File: src/rtl/cc_miss_ctrl.sv
// cc_miss_ctrl - miss-handling sequencer placed behind the tag comparator.
//
// A comparator hit is served in the same cycle. A miss stalls the front end,
// issues one line-fill read burst, streams the returned beats into the data
// SRAM, writes the tag SRAM entry as valid and then emits a serve pulse for
// the original request.
//
// Ports:
//   clk, rst_n                       clock, synchronous active-low reset
//   hit_i, miss_i                    comparator result pulses
//   tag_i, index_i, offset_i         fields of the compared request
//   stall_o                          front end must not handshake while high
//   serve_o, serve_offset_o/index_o  one-cycle serve pulse with request fields
//   mem_ar*                          fill read request channel
//   mem_r*                           fill read data channel
//   data_w*                          data SRAM write port (one beat per write)
//   tag_w*                           tag SRAM write port {valid, tag}
//   err_o                            sticky: rlast disagreed with beat count
module cc_miss_ctrl #(
    parameter  int DATA_W = 64,
    localparam int BEATS  = 512 / DATA_W,
    localparam int CNT_W  = (BEATS > 1) ? $clog2(BEATS) : 1
) (
    input  logic              clk,
    input  logic              rst_n,
    input  logic              hit_i,
    input  logic              miss_i,
    input  logic [16:0]       tag_i,
    input  logic [8:0]        index_i,
    input  logic [5:0]        offset_i,
    output logic              stall_o,
    output logic              serve_o,
    output logic [5:0]        serve_offset_o,
    output logic [8:0]        serve_index_o,
    output logic              mem_arvalid_o,
    input  logic              mem_arready_i,
    output logic [31:0]       mem_araddr_o,
    input  logic              mem_rvalid_i,
    output logic              mem_rready_o,
    input  logic [DATA_W-1:0] mem_rdata_i,
    input  logic              mem_rlast_i,
    output logic              data_wren_o,
    output logic [8:0]        data_waddr_o,
    output logic [CNT_W-1:0]  data_wbeat_o,
    output logic [DATA_W-1:0] data_wdata_o,
    output logic              tag_wren_o,
    output logic [8:0]        tag_waddr_o,
    output logic [17:0]       tag_wdata_o,
    output logic              err_o
);

    typedef enum logic [2:0] {
        ST_IDLE   = 3'd0,
        ST_REQ    = 3'd1,
        ST_FILL   = 3'd2,
        ST_UPDATE = 3'd3,
        ST_DONE   = 3'd4
    } state_t;

    state_t            state_q, state_d;
    logic [CNT_W-1:0]  cnt_q, cnt_d;
    logic [16:0]       tag_q, tag_d;
    logic [8:0]        index_q, index_d;
    logic [5:0]        offset_q, offset_d;
    logic              err_q, err_d;
    logic              last_beat_s;

    // The counter, not rlast, decides where the line ends.
    assign last_beat_s = (cnt_q == CNT_W'(BEATS - 1));

    // Next-state, beat counter, request latch and error flag.
    always_comb begin
        state_d  = state_q;
        cnt_d    = cnt_q;
        tag_d    = tag_q;
        index_d  = index_q;
        offset_d = offset_q;
        err_d    = err_q;
        case (state_q)
            ST_IDLE: begin
                if (miss_i) begin
                    tag_d    = tag_i;
                    index_d  = index_i;
                    offset_d = offset_i;
                    state_d  = ST_REQ;
                end else begin
                    state_d  = ST_IDLE;
                end
            end
            ST_REQ: begin
                if (mem_arready_i) begin
                    cnt_d   = '0;
                    state_d = ST_FILL;
                end else begin
                    state_d = ST_REQ;
                end
            end
            ST_FILL: begin
                if (mem_rvalid_i) begin
                    cnt_d = cnt_q + CNT_W'(1);
                    if (last_beat_s) begin
                        err_d   = err_q | ~mem_rlast_i;
                        state_d = ST_UPDATE;
                    end else begin
                        err_d   = err_q | mem_rlast_i;
                        state_d = ST_FILL;
                    end
                end else begin
                    state_d = ST_FILL;
                end
            end
            ST_UPDATE: state_d = ST_DONE;
            ST_DONE:   state_d = ST_IDLE;
            default:   state_d = ST_IDLE;
        endcase
    end

    // State register with synchronous active-low reset.
    always_ff @(posedge clk) begin
        if (!rst_n) begin
            state_q  <= ST_IDLE;
            cnt_q    <= '0;
            tag_q    <= 17'd0;
            index_q  <= 9'd0;
            offset_q <= 6'd0;
            err_q    <= 1'b0;
        end else begin
            state_q  <= state_d;
            cnt_q    <= cnt_d;
            tag_q    <= tag_d;
            index_q  <= index_d;
            offset_q <= offset_d;
            err_q    <= err_d;
        end
    end

    // Output decode: memory-side outputs depend only on registered state, so
    // no mem_*_i input reaches a mem_*_o output; the data SRAM write follows
    // the accepted beat in the same cycle.
    always_comb begin
        serve_o        = 1'b0;
        serve_offset_o = 6'd0;
        serve_index_o  = 9'd0;
        mem_arvalid_o  = 1'b0;
        mem_araddr_o   = 32'd0;
        mem_rready_o   = 1'b0;
        data_wren_o    = 1'b0;
        data_waddr_o   = 9'd0;
        data_wbeat_o   = '0;
        data_wdata_o   = '0;
        tag_wren_o     = 1'b0;
        tag_waddr_o    = 9'd0;
        tag_wdata_o    = 18'd0;
        // A miss stalls in its own cycle so the front end never handshakes it.
        stall_o        = (state_q != ST_IDLE) | miss_i;
        err_o          = err_q;
        case (state_q)
            ST_IDLE: begin
                if (hit_i) begin
                    serve_o        = 1'b1;
                    serve_offset_o = offset_i;
                    serve_index_o  = index_i;
                end else begin
                    serve_o        = 1'b0;
                end
            end
            ST_REQ: begin
                mem_arvalid_o = 1'b1;
                mem_araddr_o  = {tag_q, index_q, 6'd0};
            end
            ST_FILL: begin
                mem_rready_o = 1'b1;
                if (mem_rvalid_i) begin
                    data_wren_o  = 1'b1;
                    data_waddr_o = index_q;
                    data_wbeat_o = cnt_q;
                    data_wdata_o = mem_rdata_i;
                end else begin
                    data_wren_o  = 1'b0;
                end
            end
            ST_UPDATE: begin
                tag_wren_o  = 1'b1;
                tag_waddr_o = index_q;
                tag_wdata_o = {1'b1, tag_q};
            end
            ST_DONE: begin
                serve_o        = 1'b1;
                serve_offset_o = offset_q;
                serve_index_o  = index_q;
            end
            default: begin
                serve_o = 1'b0;
            end
        endcase
    end

endmodule
File: config.mk
export PLATFORM = sky130hd
export DESIGN_NAME = cc_miss_ctrl
export DESIGN_NICKNAME = d
export VERILOG_FILES = /design/src/rtl/cc_miss_ctrl.sv
export SDC_FILE = /design/constraint.sdc
export NUM_CORES = 1
export LEC_CHECK = 0
export ABC_AREA = 1
export BUFFER_PORTS_ARGS = -buffer_cell sky130_fd_sc_hd__buf_4
export CAP_MARGIN = 15
export CORE_AREA = 2 2 102 104
export DETAILED_ROUTE_END_ITERATION = 6
export DIE_AREA = 0 0 104 106
export PLACE_DENSITY = 0.66
export SLEW_MARGIN = 20
export SYNTH_ARGS = -nofsm -noshare
export SYNTH_HDL_FRONTEND = slang
export SYNTH_SLANG_ARGS = --single-unit
File: constraint.sdc
create_clock -name clk -period 1.2 [get_ports clk]
set_input_delay 0.18 -clock clk [delete_from_list [all_inputs] [get_ports clk]]
set_output_delay 0.18 -clock clk [all_outputs]
set_load 0.01 [all_outputs]
### Yosys cells after proc, flatten, opt, wreduce, memory -nomap -nowiden

Cells that the tools add are included.

* bits in registers: 39
* output and inout bits: 157
* bits in read-only memories: 0
* RAM bits: 0
* bits in latches: 0
* memories kept: 0

* eq/ne operators: 7
* muxes and demuxes: 29
* divide/modulo/power cells: 0
* reductions and logical operators: 6
* $mul: 0
* $lt $le $gt $ge: 0
* bitwise logic cells: 4
* add/sub/neg operators: 1
* shift-type cells: 0

Operators by type and width (count)
* two-way mux 64 bit: 2
* two-way mux 9 bit: 4
* two-way mux 32 bit: 1
* two-way mux 18 bit: 1
* one-hot mux 9 bit (2 select lines): 1
* two-way mux 3 bit: 5
* one-hot mux 3 bit (4 select lines): 1
* one-hot mux 6 bit (2 select lines): 1
* two-way mux 1 bit: 9
* == test 3 x 2 -> 1 bit, second input constant: 2
* == test 3 bit, second input constant: 2
* two-way mux 6 bit: 1
* one-hot mux 3 bit (2 select lines): 1
* inequality test 2 bit, second input constant: 2
* AND reduction 2 bit: 2
* adder 3 x 1 -> 3 bit, second input constant: 1
* == test 3 x 1 -> 1 bit, second input constant: 1
* logical NOT 3 bit: 1
* bitwise OR 1 bit: 3
* AND reduction 3 bit: 1
* nonzero test 3 bit: 1
* two-way mux 2 bit: 1
* one-hot mux 1 bit (2 select lines): 1
* nonzero test 2 bit: 1
* NOT 1 bit: 1

### Depth between registers and ports, before layout

* word-level depth: 4
* gate-level depth with buffers: 7
* mapped depth without buffers: 7

### Worst setup path before layout

OpenSTA, ideal clock, no wires.

* kind: register to output
* from: register state_q[1]
* to: output port tag_waddr_o[0]
* path buffers: 1
* stages on the path, launching flop included: 6
* slack: -0.194 ns
* required time: 1.020 ns
* arrival time: 1.214 ns
* cells stage by stage: dfxtp_1 inv_2 nor3_2 inv_2 buf_2 nor2_1

* word-level cells in the longest chain between the ends: 2

RTL lines
* from (decl): RTL line 60 `state_t state_q, state_d;`
* from (signal assigned): RTL line 128 `state_q <= state_d;`
* == test 3 x 2 -> 1 bit: RTL line 157 `case (state_q)`
* two-way mux 9 bit: RTL line 157
* to (decl): RTL line 47 `output logic [8:0] tag_waddr_o,`

No other way between the ends.

### Final worst setup path

* from: register state_q[1]
* to: output port serve_offset_o[0]

* word-level cells in the longest chain between the ends: 2
* elaborated cells between the ends (all ways): 3

RTL lines
* == test 3 bit / logical NOT 3 bit (equally long branches): RTL line 157
* one-hot mux 6 bit (2 select lines) *: RTL line 157
* to (decl): RTL line 33 `output logic [5:0] serve_offset_o,`

Mark *: on every way between the ends. The rest lies on a longest branch, timed or not.

==> results.txt <==
Sink count of the clock tree: 39
Met3 wire length: 949 um
Final Hold Fails: 0
Overall die width: 104 um
Fraction of layout cells with a size suffix above 1: 64.31%
Final worst path period share: 139.5%
First-pass GRT wire length: 20,120 um
Sequential fraction of the synthesis area: 28.53%
Post-route DRC violation count: 0
Violations in the final reports: negative setup slack
Flops & latches, synth: 39
Number of DRC markers in iteration 0: 158
Routed wire length per instance: 15.96 um
Number of standard-cell rows in the floorplan: 37
Post-route met1 wirelength: 4952 um
Area growth from synthesis to final layout: 141.8%
Worst min path class: primary input to flop
Worst ir drop on vdd: 477.4 uV
Count of final max-slew check failures: 0
Result of the run: complete, but fails checks
Minimum clock period: 1674 ps
CTS Buf Count: 5
Clock transition at the registers of the reported paths: 70 ps
Unrepaired setup endpoints after global routing: yes
Routed length on met2: 8326 um
Startpoint class of the critical path: flop
Tot GR Track Use: 22.47%
Data arrival, critical path: 1490 ps
Diode count: 0
Setup crit end kind: output port
Routability Congestion: 0.8600
Setup-violating endpoint count in the final report: 184
DR top layer: met4
Crit Path Class: flop to output port
Worst hold stages: 3
Area of the die: 0.01102 mm^2
Chip Height: 106 um
Final ANT Viol Nets: 0
Core area: 0.01000 mm^2
Aggregate negative setup slack: -65,410 ps
Synth top area cells: sky130_fd_sc_hd__dfxtp_1, sky130_fd_sc_hd__nor2_1, sky130_fd_sc_hd__nand2_1
Largest area contributor in the synthesized netlist: sky130_fd_sc_hd__dfxtp_1
Clock tree from TritonCTS: done
Required arrival time at the worst endpoint: 1020 ps
H-tree levels: 2
Overall power: 4.604 mW
Initial antenna violation count: 0
Final-stage net count: 869
Count of boundary I/O pins: 260
Maximum clock frequency: 0.5973 GHz
Maximum number of pins on one net before global-route repair: 36
Root Buffer Master: sky130_fd_sc_hd__clkbuf_8
Global route total overflow: 0
Vias in the first global route: 4,135
Power per cell area: 695.9 mW/mm^2
Maximum fanout encountered on the critical timing path: 5
Vias post-DR: 4,240
Post-synthesis instance total: 490
Depth of the worst register-to-register path: 10
Final Skew: 8.299 ps
Distinct cells, synth: 22
Average footprint of a synthesized cell: 5.584 um^2
Area share of the largest cell type after synthesis: 28.53%
Mapped cell area: 0.002736 mm^2
CTS hold repair buffers: 0
Worst skew pair latency: 300 ps
Post-placement setup slack: -161.6 ps
Ratio of routed vias to standard cells: 4.706
Synth Warn #: 0
Port bufs: 253
Worst Setup Slack, final: -474.2 ps
DRT Pass-1 Iters: 4
Count of max-cap constraint violations: 0
DRT Wirelength: 14,380 um
Clock Tree Buf Depth: 2
Post-detail-place hpwl: 9601 um
Static Leakage: 3.054 nW
Initial core utilization: 27.36%
[synth_stat cells, drive strengths merged]
library cell,number
nor3,2
clkinv,1
o21ai,15
xor2,1
clkbuf,14
nand3,54
a21oi,37
inv,47
buf,30
nor2,141
nand4,2
dfxtp,39
nand2,104
conb,1
ha,2
[metrics by stage]
| stage | instance area, um^2 | hold WS, ps | util (%) | std cells |
|---|---|---|---|---|
| 2_1_floorplan | 3082 | 277.6 | - | 495 |
| 3_3_place_gp | 5240 | 419.6 | 52.40 | 874 |
| 3_5_place_dp | 5240 | 435.7 | 52.40 | 874 |
| 4_1_cts | 6120 | 127.4 | 61.20 | 897 |
| 5_1_grt | 6616 | 125.2 | 66.17 | 901 |
| 6_report | 6616 | 129.3 | 66.17 | 901 |
[layer usage]
layer  vias to the layer above  GRT usage, %
li1                       2060             -
met1                      1997         22.80
met2                       168         45.35
met3                        15         6.009
met4                         0         5.116
met5                         -             0
[state kept, by name, summed over array words and instances, names as in the netlist]
name      flops
tag_q        17
index_q       9
offset_q      6
cnt_q         3
state_q       3
err_o         1
[worst paths after layout]
kind | from | end | slack, ps
hold / removal | rst_n | state_q[0] | 130
setup / recovery | state_q[1] | serve_offset_o[0] | -470
hold reg to reg | index_q[0] | index_q[0] | 470
setup reg to reg | state_q[1] | tag_q[13] | -270
[cell families (layout without fill, tap and decap cells)]
kind of cell | count (synthesis) | count (layout) | share of synthesized area (%)
simple gates | 303 | 303 | 45.50
buf+inv | 92 | 362 | 15.09
compound gates | 52 | 52 | 9.511
flops | 39 | 39 | 28.53
fa+ha+maj | 2 | 2 | 0.9143
other cells | 1 | 6 | 0.1370
xor+xnor | 1 | 1 | 0.3201
[critical path, cell delays in order, from the launching register on]
cell and delay (ps):
sky130_fd_sc_hd__dfxtp_4 370, sky130_fd_sc_hd__inv_6 80, sky130_fd_sc_hd__nand2_4 50, sky130_fd_sc_hd__nor2_4 140, sky130_fd_sc_hd__buf_6 140, sky130_fd_sc_hd__clkbuf_16 150
sky130_fd_sc_hd__nand3_2 60, sky130_fd_sc_hd__o21ai_2 60, sky130_fd_sc_hd__buf_4 130
[placed cells by master (no fill, tap or decap), drive strengths merged]
master	synthesis	layout
buf	30	303
nor2	141	141
nand3	54	54
xor2	1	1
dfxtp	39	39
a21oi	37	37
inv	47	47
nand4	2	2
clkbuf	14	10
nand2	104	104
ha	2	2
nor3	2	2
conb	1	6
o21ai	15	15
clkinv	1	2
[timing repair]
item	in CTS	in global routing
endpoints found under the setup margin	186	187
pin swaps	7	15
gates cloned	5	4
gates resized for setup	156	100
setup buffers	14	6
[layout make-up]
class | instances | area (um^2)
fillers | 836 | 3383
repair buffers | 306 | 2836
multi-input cells | 364 | 2507
flip-flops and latches | 39 | 792.0
inverters | 48 | 197.7
well taps | 136 | 170.2
clock buffers | 7 | 107.6
clock inverters | 1 | 5.005
[power by group]
group          switching (mW)  internal [mW]  leakage [nW]
logic                    1.04           1.02          2.67
registers              0.0900           1.38         0.322
clock network           0.486          0.589        0.0594
No activity file was read; power rests on OpenSTA's default activity.
